**config.mk**
```make
export PLATFORM = sky130hd
export DESIGN_NAME = hamming_engine
export DESIGN_NICKNAME = d
export VERILOG_FILES = /design/src/rtl/puf_pkg.sv /design/src/rtl/popcount_chunk.sv /design/src/rtl/hamming_engine.sv
export SDC_FILE = /design/constraint.sdc
export NUM_CORES = 1
export LEC_CHECK = 0
export CORE_ASPECT_RATIO = 1.2
export CORE_UTILIZATION = 48
export CTS_BUF_LIST = sky130_fd_sc_hd__clkbuf_4
export DETAILED_ROUTE_END_ITERATION = 10
export PLACE_DENSITY = 0.94
export SLEW_MARGIN = 20
export SYNTH_ARGS = -nofsm -noshare
export SYNTH_HDL_FRONTEND = slang
export SYNTH_HIERARCHICAL = 1
export SYNTH_SLANG_ARGS = --single-unit
```
**constraint.sdc**
```tcl
create_clock -name clk -period 4.45 [get_ports clk]
set_input_delay 1.335 -clock clk [delete_from_list [all_inputs] [get_ports clk]]
set_output_delay 1.335 -clock clk [all_outputs]
set_load 0.005 [all_outputs]
```
**src/rtl/puf_pkg.sv**
```systemverilog
// rtl/puf_pkg.sv - shared types and helpers for the PUF Hamming-distance engine
package puf_pkg;

    typedef enum logic [1:0] {
        IDLE,
        COUNT,
        DONE
    } ham_state_t;

    localparam int PUF_WIDTH = 128;

    function automatic int dist_width(input int w);
        return $clog2(w + 1);
    endfunction

endpackage

```
**src/rtl/popcount_chunk.sv**
```systemverilog
// rtl/popcount_chunk.sv - combinational population count of one CHUNK-bit slice
module popcount_chunk #(
    parameter int CHUNK = 8,
    parameter int CW    = $clog2(CHUNK + 1)
) (
    input  logic [CHUNK-1:0] i_bits,
    output logic [CW-1:0]    o_count
);

    always_comb begin
        o_count = '0;
        for (int i = 0; i < CHUNK; i++) begin
            o_count = o_count + CW'(i_bits[i]);
        end
    end

endmodule

```
**src/rtl/hamming_engine.sv**
```systemverilog
// rtl/hamming_engine.sv - serial Hamming distance of response pairs with batch statistics
module hamming_engine
    import puf_pkg::*;
#(
    parameter int WIDTH = PUF_WIDTH,
    parameter int CHUNK = 8,
    parameter int CNT_W = 16,
    parameter int DW    = dist_width(WIDTH)
) (
    input  logic                clk,
    input  logic                rst_n,
    input  logic                in_valid,
    output logic                in_ready,
    input  logic [WIDTH-1:0]    resp_a,
    input  logic [WIDTH-1:0]    resp_b,
    output logic                out_valid,
    input  logic                out_ready,
    output logic [DW-1:0]       distance,
    input  logic                clear_stats,
    output logic [CNT_W-1:0]    pair_count,
    output logic [DW+CNT_W-1:0] dist_sum,
    output logic [DW-1:0]       dist_min,
    output logic [DW-1:0]       dist_max
);

    localparam int NCH = WIDTH / CHUNK;
    localparam int IW  = (NCH > 1) ? $clog2(NCH) : 1;
    localparam int CW  = $clog2(CHUNK + 1);

    ham_state_t r_state, w_next;

    logic [WIDTH-1:0]    r_shift;
    logic [DW-1:0]       r_acc;
    logic [IW-1:0]       r_idx;
    logic [DW-1:0]       r_dist;
    logic [CNT_W-1:0]    r_pair_count;
    logic [DW+CNT_W-1:0] r_dist_sum;
    logic [DW-1:0]       r_dist_min;
    logic [DW-1:0]       r_dist_max;

    logic [CW-1:0] w_cnt;
    logic [DW-1:0] w_acc_next;
    logic          w_last;
    logic          w_out_hs;

    popcount_chunk #(.CHUNK(CHUNK), .CW(CW)) u_popcount (
        .i_bits  (r_shift[CHUNK-1:0]),
        .o_count (w_cnt)
    );

    assign w_acc_next = r_acc + DW'(w_cnt);
    assign w_last     = (r_idx == IW'(NCH - 1));
    assign w_out_hs   = (r_state == DONE) && out_ready;

    always_ff @(posedge clk) begin
        if (!rst_n) begin
            r_state <= IDLE;
        end else begin
            r_state <= w_next;
        end
    end

    always_comb begin
        w_next    = r_state;
        in_ready  = 1'b0;
        out_valid = 1'b0;
        case (r_state)
            IDLE: begin
                in_ready = 1'b1;
                if (in_valid) w_next = COUNT;
            end
            COUNT: begin
                if (w_last) w_next = DONE;
            end
            DONE: begin
                out_valid = 1'b1;
                if (out_ready) w_next = IDLE;
            end
            default: w_next = IDLE;
        endcase
    end

    always_ff @(posedge clk) begin
        if (!rst_n) begin
            r_shift <= '0;
            r_acc   <= '0;
            r_idx   <= '0;
            r_dist  <= '0;
        end else begin
            case (r_state)
                IDLE: begin
                    if (in_valid) begin
                        r_shift <= resp_a ^ resp_b;
                        r_acc   <= '0;
                        r_idx   <= '0;
                    end
                end
                COUNT: begin
                    r_shift <= r_shift >> CHUNK;
                    r_acc   <= w_acc_next;
                    r_idx   <= r_idx + 1'b1;
                    if (w_last) r_dist <= w_acc_next;
                end
                default: ;
            endcase
        end
    end

    // A clear on the handshake edge wins, so that pair never reaches the statistics.
    always_ff @(posedge clk) begin
        if (!rst_n || clear_stats) begin
            r_pair_count <= '0;
            r_dist_sum   <= '0;
            r_dist_min   <= DW'(WIDTH);
            r_dist_max   <= '0;
        end else if (w_out_hs && (r_pair_count != '1)) begin
            r_pair_count <= r_pair_count + 1'b1;
            r_dist_sum   <= r_dist_sum + (DW+CNT_W)'(r_dist);
            if (r_dist < r_dist_min) r_dist_min <= r_dist;
            if (r_dist > r_dist_max) r_dist_max <= r_dist;
        end
    end

    assign distance   = r_dist;
    assign pair_count = r_pair_count;
    assign dist_sum   = r_dist_sum;
    assign dist_min   = r_dist_min;
    assign dist_max   = r_dist_max;

endmodule

```
* Word level (Yosys, flattened, before mapping)
Cells that the tools add are included.
** Operators by class
- Order comparisons :: 2
- Bitwise operators :: 1
- Eq/ne operators :: 7
- Reduce and logical (&&, ||, !) cells :: 11
- $add $sub $neg :: 11
- Multiplexer cells :: 12
** Operators by type and width (count)
- 128-bit one-hot mux with 2 select lines :: 1
- 128-bit two-way mux :: 1
- 128-bit XOR :: 1
- 24-bit by 8-bit adder with 24-bit output :: 1
- 4-bit by 1-bit adder with 4-bit output :: 6
- 16-bit by 1-bit adder with 16-bit output, second input constant :: 1
- 16-bit inequality test, second input constant :: 1
- 8-bit one-hot mux with 2 select lines :: 1
- 8-bit by 4-bit adder with 8-bit output :: 1
- 8-bit greater-than comparator :: 1
- 8-bit < comparator :: 1
- 8-bit two-way mux :: 1
- 4-bit one-hot mux with 2 select lines :: 1
- 2-bit AND reduction :: 4
- 2-bit two-way mux :: 3
- 2-bit inequality test, second input constant :: 3
- 2-bit one-hot mux with 3 select lines :: 1
- 4-bit by 1-bit adder with 4-bit output, second input constant :: 1
- 4-bit equality test, second input constant :: 1
- 4-bit two-way mux :: 1
- 3-bit AND reduction :: 1
- 1-bit by 1-bit adder with 2-bit output :: 1
- 2-bit by 1-bit equality test with 1-bit output, second input constant :: 1
- 2-bit equality test, second input constant :: 1
- 6 further kinds :: 8
** Word-level totals
- Input bits :: 261
- Register bits :: 206

* Depth between registers and ports, before layout
Gate-level depths: netlist (run 1).
- Word-level depth :: 9
- Depth in mapped cells :: 15

* Hierarchy
The synthesis (run 1) kept the hierarchy.
** Modules (own cells, without submodules)
- hamming_engine :: seq. area each 4124.0 µm², times used 1, cells each 1061, area an instance 10169.8 µm²
- popcount_chunk :: seq. area each 0.0 µm², times used 1, cells each 24, area an instance 190.2 µm²

* Worst setup path before layout (run 1)
OpenSTA, ideal clock, no wires.
- Path kind :: register to register
- From :: reg r_shift[0]
- To :: reg r_acc[6]
- Arrival time :: 3.763 ns
- Clock period less this slack :: 3.888 ns
- Stages on the path, launching flop included :: 16
- Path buffers :: 0
- Slack :: 0.562 ns
- Cell sequence :: dfxtp_1 -> inv_1 -> fa_1 -> fa_1 -> fa_1 -> inv_1 -> ha_1 -> inv_1 -> fa_1 -> inv_1 -> fa_1 -> a21o_1 -> a21oi_1 -> nor2_1 -> xnor2_1 -> o21ai_0
** Between the ends
- Longest elaborated chain between the ends :: 9
** Ends and longest elaborated chain
- from (decl) :: line hamming_engine.sv:32 : logic [WIDTH-1:0] r_shift;
- from (signal assigned) :: line hamming_engine.sv:93 : r_shift <= resp_a ^ resp_b;
- from (signal assigned) :: line hamming_engine.sv:99 : r_shift <= r_shift >> CHUNK;
- 1-bit by 1-bit adder with 2-bit output :: line popcount_chunk.sv:13 : o_count = o_count + CW'(i_bits[i]);
- 4-bit by 1-bit adder with 4-bit output (6 in series) :: line popcount_chunk.sv:13
- net w_cnt[1] :: line hamming_engine.sv:41 : logic [CW-1:0] w_cnt;
- 8-bit by 4-bit adder with 8-bit output :: line hamming_engine.sv:51 : assign w_acc_next = r_acc + DW'(w_cnt);
- 8-bit one-hot mux with 2 select lines :: line hamming_engine.sv:90 : case (r_state)
- to (signal assigned) :: line hamming_engine.sv:100 : r_acc <= w_acc_next;
- to (decl) :: line hamming_engine.sv:33 : logic [DW-1:0] r_acc;
The timed path passes the listed nets, and every way through them passes these cells.
A chain may end at the register's enable or synchronous reset.

* Worst setup path after layout (run 1)
- From :: reg r_shift[0]
- To :: reg r_dist[4] (netlist: distance[4])
** Between the ends
- Longest elaborated chain between the ends :: 8
** Ends and longest elaborated chain
- 1-bit by 1-bit adder with 2-bit output :: line popcount_chunk.sv:13
- 4-bit by 1-bit adder with 4-bit output (6 in series) :: line popcount_chunk.sv:13
- net w_cnt[1] :: line hamming_engine.sv:41
- 8-bit by 4-bit adder with 8-bit output :: line hamming_engine.sv:51
- to (signal assigned) :: line hamming_engine.sv:102 : if (w_last) r_dist <= w_acc_next;
- to (decl) :: line hamming_engine.sv:35 : logic [DW-1:0] r_dist;
The timed path passes the listed nets, and every way through them passes these cells.

==> results of run 1 <==
synthesized netlist by cell type, types with 5 or more instances:
library cell / number / area share, %
nor3_1: 5 / 0.24
a21o_1: 8 / 0.58
nand4_1: 9 / 0.54
o21ai_0: 14 / 0.68
buf_1: 6 / 0.22
nand2b_1: 6 / 0.36
clkbuf_1: 68 / 2.5
nor2_1: 28 / 1.0
nand3_1: 18 / 0.87
mux2i_1: 22 / 2.1
fa_1: 6 / 1.2
ha_1: 32 / 3.9
or4_1: 16 / 1.2
inv_1: 38 / 1.4
xor2_1: 137 / 12
nor4_1: 5 / 0.30
nor2b_1: 146 / 8.8
o31ai_1: 17 / 1.2
a22oi_1: 13 / 0.94
dfxtp_1: 206 / 40
a222oi_1: 120 / 12
nand2_1: 57 / 2.1
a21oi_1: 42 / 2.0
xnor2_1: 10 / 0.85
sequential cells by signal, indices dropped and copies added (netlist names):
signal,cells
pair_count,16
dist_min,8
r_shift,128
r_state,2
dist_sum,24
r_idx,4
r_acc,8
dist_max,8
distance,8
per-layer routing:
metal  vias to the layer above  routed length [um]
met5                         -                  11
met4                         2                 941
met3                        71                2850
met2                       536               16300
met1                      4731               12300
li1                       4671                   -
layout make-up:
class / instances / area, um^2
Clock inverter: 9 / 67.6
Clock buffer: 71 / 533
Tap cell: 270 / 338
Antenna cell: 4 / 10.0
Timing Repair Buffer: 338 / 3410
Sequential cell: 206 / 4120
Inverter: 38 / 143
Fill cell: 1550 / 6600
Multi-Input combinational cell: 763 / 5830
cell families (layout without fill, tap and decap cells):
group	Yosys count	count (layout)
flops	206	206
fa+ha+maj	38	38
xor+xnor	147	147
mux	22	22
compound gates	245	245
other cells	0	4
simple gates	311	311
buf+inv	116	456
path summary, 6_finish.rpt:
kind,startpoint,slack (ns),cells past startpoint,end
min,dist_min[6],0.48,2,dist_min[6]
min reg2reg,dist_min[6],0.48,2,dist_min[6]
max reg2reg,r_shift[0],0.27,15,distance[4]
max,r_shift[0],0.27,15,distance[4]
power by group through the flow:
stage	Combinational [uW]	Clock (uW)	Sequential, uW
2_1_floorplan	383	0	2010
3_3_place_gp	716	0	2040
3_5_place_dp	743	0	2040
4_1_cts	747	1550	2000
5_1_grt	815	1640	2010
6_report	758	1520	2010
critical path, cell delays in order (launching register included):
cell and delay (ns):
dfxtp_1 0.34, inv_1 0.07, fa_1 0.57, fa_1 0.44, fa_1 0.45, inv_1 0.08, ha_1 0.16, inv_1 0.07
fa_1 0.53, inv_1 0.07, fa_1 0.44, a21o_1 0.19, a21oi_2 0.23, xnor2_1 0.15, nand2_1 0.07, a21boi_0 0.23
through the flow:
step                      hold slack [ns]  setup WS [ns]  cell area (um^2)  instances  util (%)
after floorplan                     0.464          0.562             10400       1085         -
after CTS                           0.483          0.153             14400       1693      68.4
after detailed placement            0.472          0.195             13800       1613      65.6
after global placement              0.460          0.408             13800       1613      65.5
final                               0.483          0.272             14400       1699      68.7
after global routing                0.502         0.0801             14400       1698      68.6
==> impl_metrics.ini, run 1 <==
[run_status]
outcome = complete, no violations

[global_routing]
grt_util_met3_pct = 6.94
grt_max_degree = 86
antenna_found_initial = 5
track_usage_pct = 28.8
met2_usage_pct = 50.4
grt_util_met1_pct = 33.5
grt.busiest_layer = met2
grt_pass1_vias = 9724
grt_pass1_wl_um = 49800
overflow = 0

[layout]
drive_gt1_share_pct = 6.88
nets = 1696
mostFrequentLayoutCells = clkdlybuf4s50_1, dfxtp_1, nor2b_1, xor2_1, a222oi_1
layout_commonest_cell = clkdlybuf4s50_1
syn_to_final_growth_pct = 39.5

[timing]
period_share_pct = 93.9
relSlewSlack_pct = 32.4
finalHoldViolations = 0
totalNegativeSetupSlack_ns = 0
post-route-min-period_ns = 4.18
rsz0062_at_grt = no
tightest_slew_ns = 1.01
maxSlewViolCount = 0
setup_violations = 0
fin_skew_ns = 0.0377
fmax_ghz = 0.239

[min_path]
hp-class = register to register

[floorplan]
fp.dieW_um = 136
rows = 58
die-area_mm2 = 0.0222
initial_core_util_pct = 49.2
die_h_um = 163
core_area_mm2 = 0.0210
ioPinCount = 327

[logic_synthesis]
synth-simple-area-share_pct = 16.9
synth_cell_types = 50
synth_xor_area_share_pct = 12.4
yosysWarnings = 6
synth_compound_area_share_pct = 19.5
synth_nets = 1384
synthMuxAreaShare_pct = 2.13
netlist_area_mm2 = 0.0104
synth_edf_count = 0
synth_seq_cells = 206
ys_seq_area_share_pct = 39.8
synth_adder_area_share_pct = 5.02
synth_top_family_by_area = compound AO/OA/AOI/OAI gates
async_flop_share_pct = 0
synth_cells = 1085
synth_flop_cell = dfxtp_1
synth_area_per_cell_um2 = 9.55

[worst_setup_path]
required_ns = 4.98
end_kind = register
crit_arrival_ns = 4.71
crit_type = register to register
crit_fanout = 4
cp-start-kind = register

[detailed_routing]
num_vias = 10011
ant_nets = 0
drc_errors = 0
drtPass1Iterations = 10
via_per_inst = 5.89
routedWlPerCell_um = 19.1
wl_um = 32400
drt_iter0_markers = 1282

[clock_tree]
clkLatencyLatePin_ns = 0.65
clock_sinks = 206
cts_resized = 0
cts_tree = built
cts_root_buf = clkbuf_4
clk_pin_slew_ns = 0.07
cts_max_path_buffers = 3
cts-htree-levels = 2
numCtsBuffers = 50
post_cts_buffers = 0
ctsHoldBuffers = 0

[placed_design]
hpwl_um = 24000
gp_congestion = 0.848
io_buffers = 326

[pwr]
vdd_drop_max_uv = 231
p_sw_uw = 1140
comb_power_share_pct = 17.7
pwr-share-seq_pct = 46.8
internal_power_uw = 3140
p_per_area_mw_per_mm2 = 297
p_clk_share_pct = 35.5
swShare_pct = 26.7
power_uw = 4290
power_leakage_uw = 0.00540

[job]
cap_violations = 0
(Power assumes the default switching activity.)
==> inputs of run 2 (changes only) <==
--- a/config.mk
+++ b/config.mk
@@ -10,6 +10,7 @@
 export CTS_BUF_LIST = sky130_fd_sc_hd__clkbuf_4
 export DETAILED_ROUTE_END_ITERATION = 10
 export PLACE_DENSITY = 0.94
+export SKIP_CTS_REPAIR_TIMING = 1
 export SLEW_MARGIN = 20
 export SYNTH_ARGS = -nofsm -noshare
 export SYNTH_HDL_FRONTEND = slang
==> results of run 2 <==
The final DEF is identical to that of run 1; final timing and power are the same.
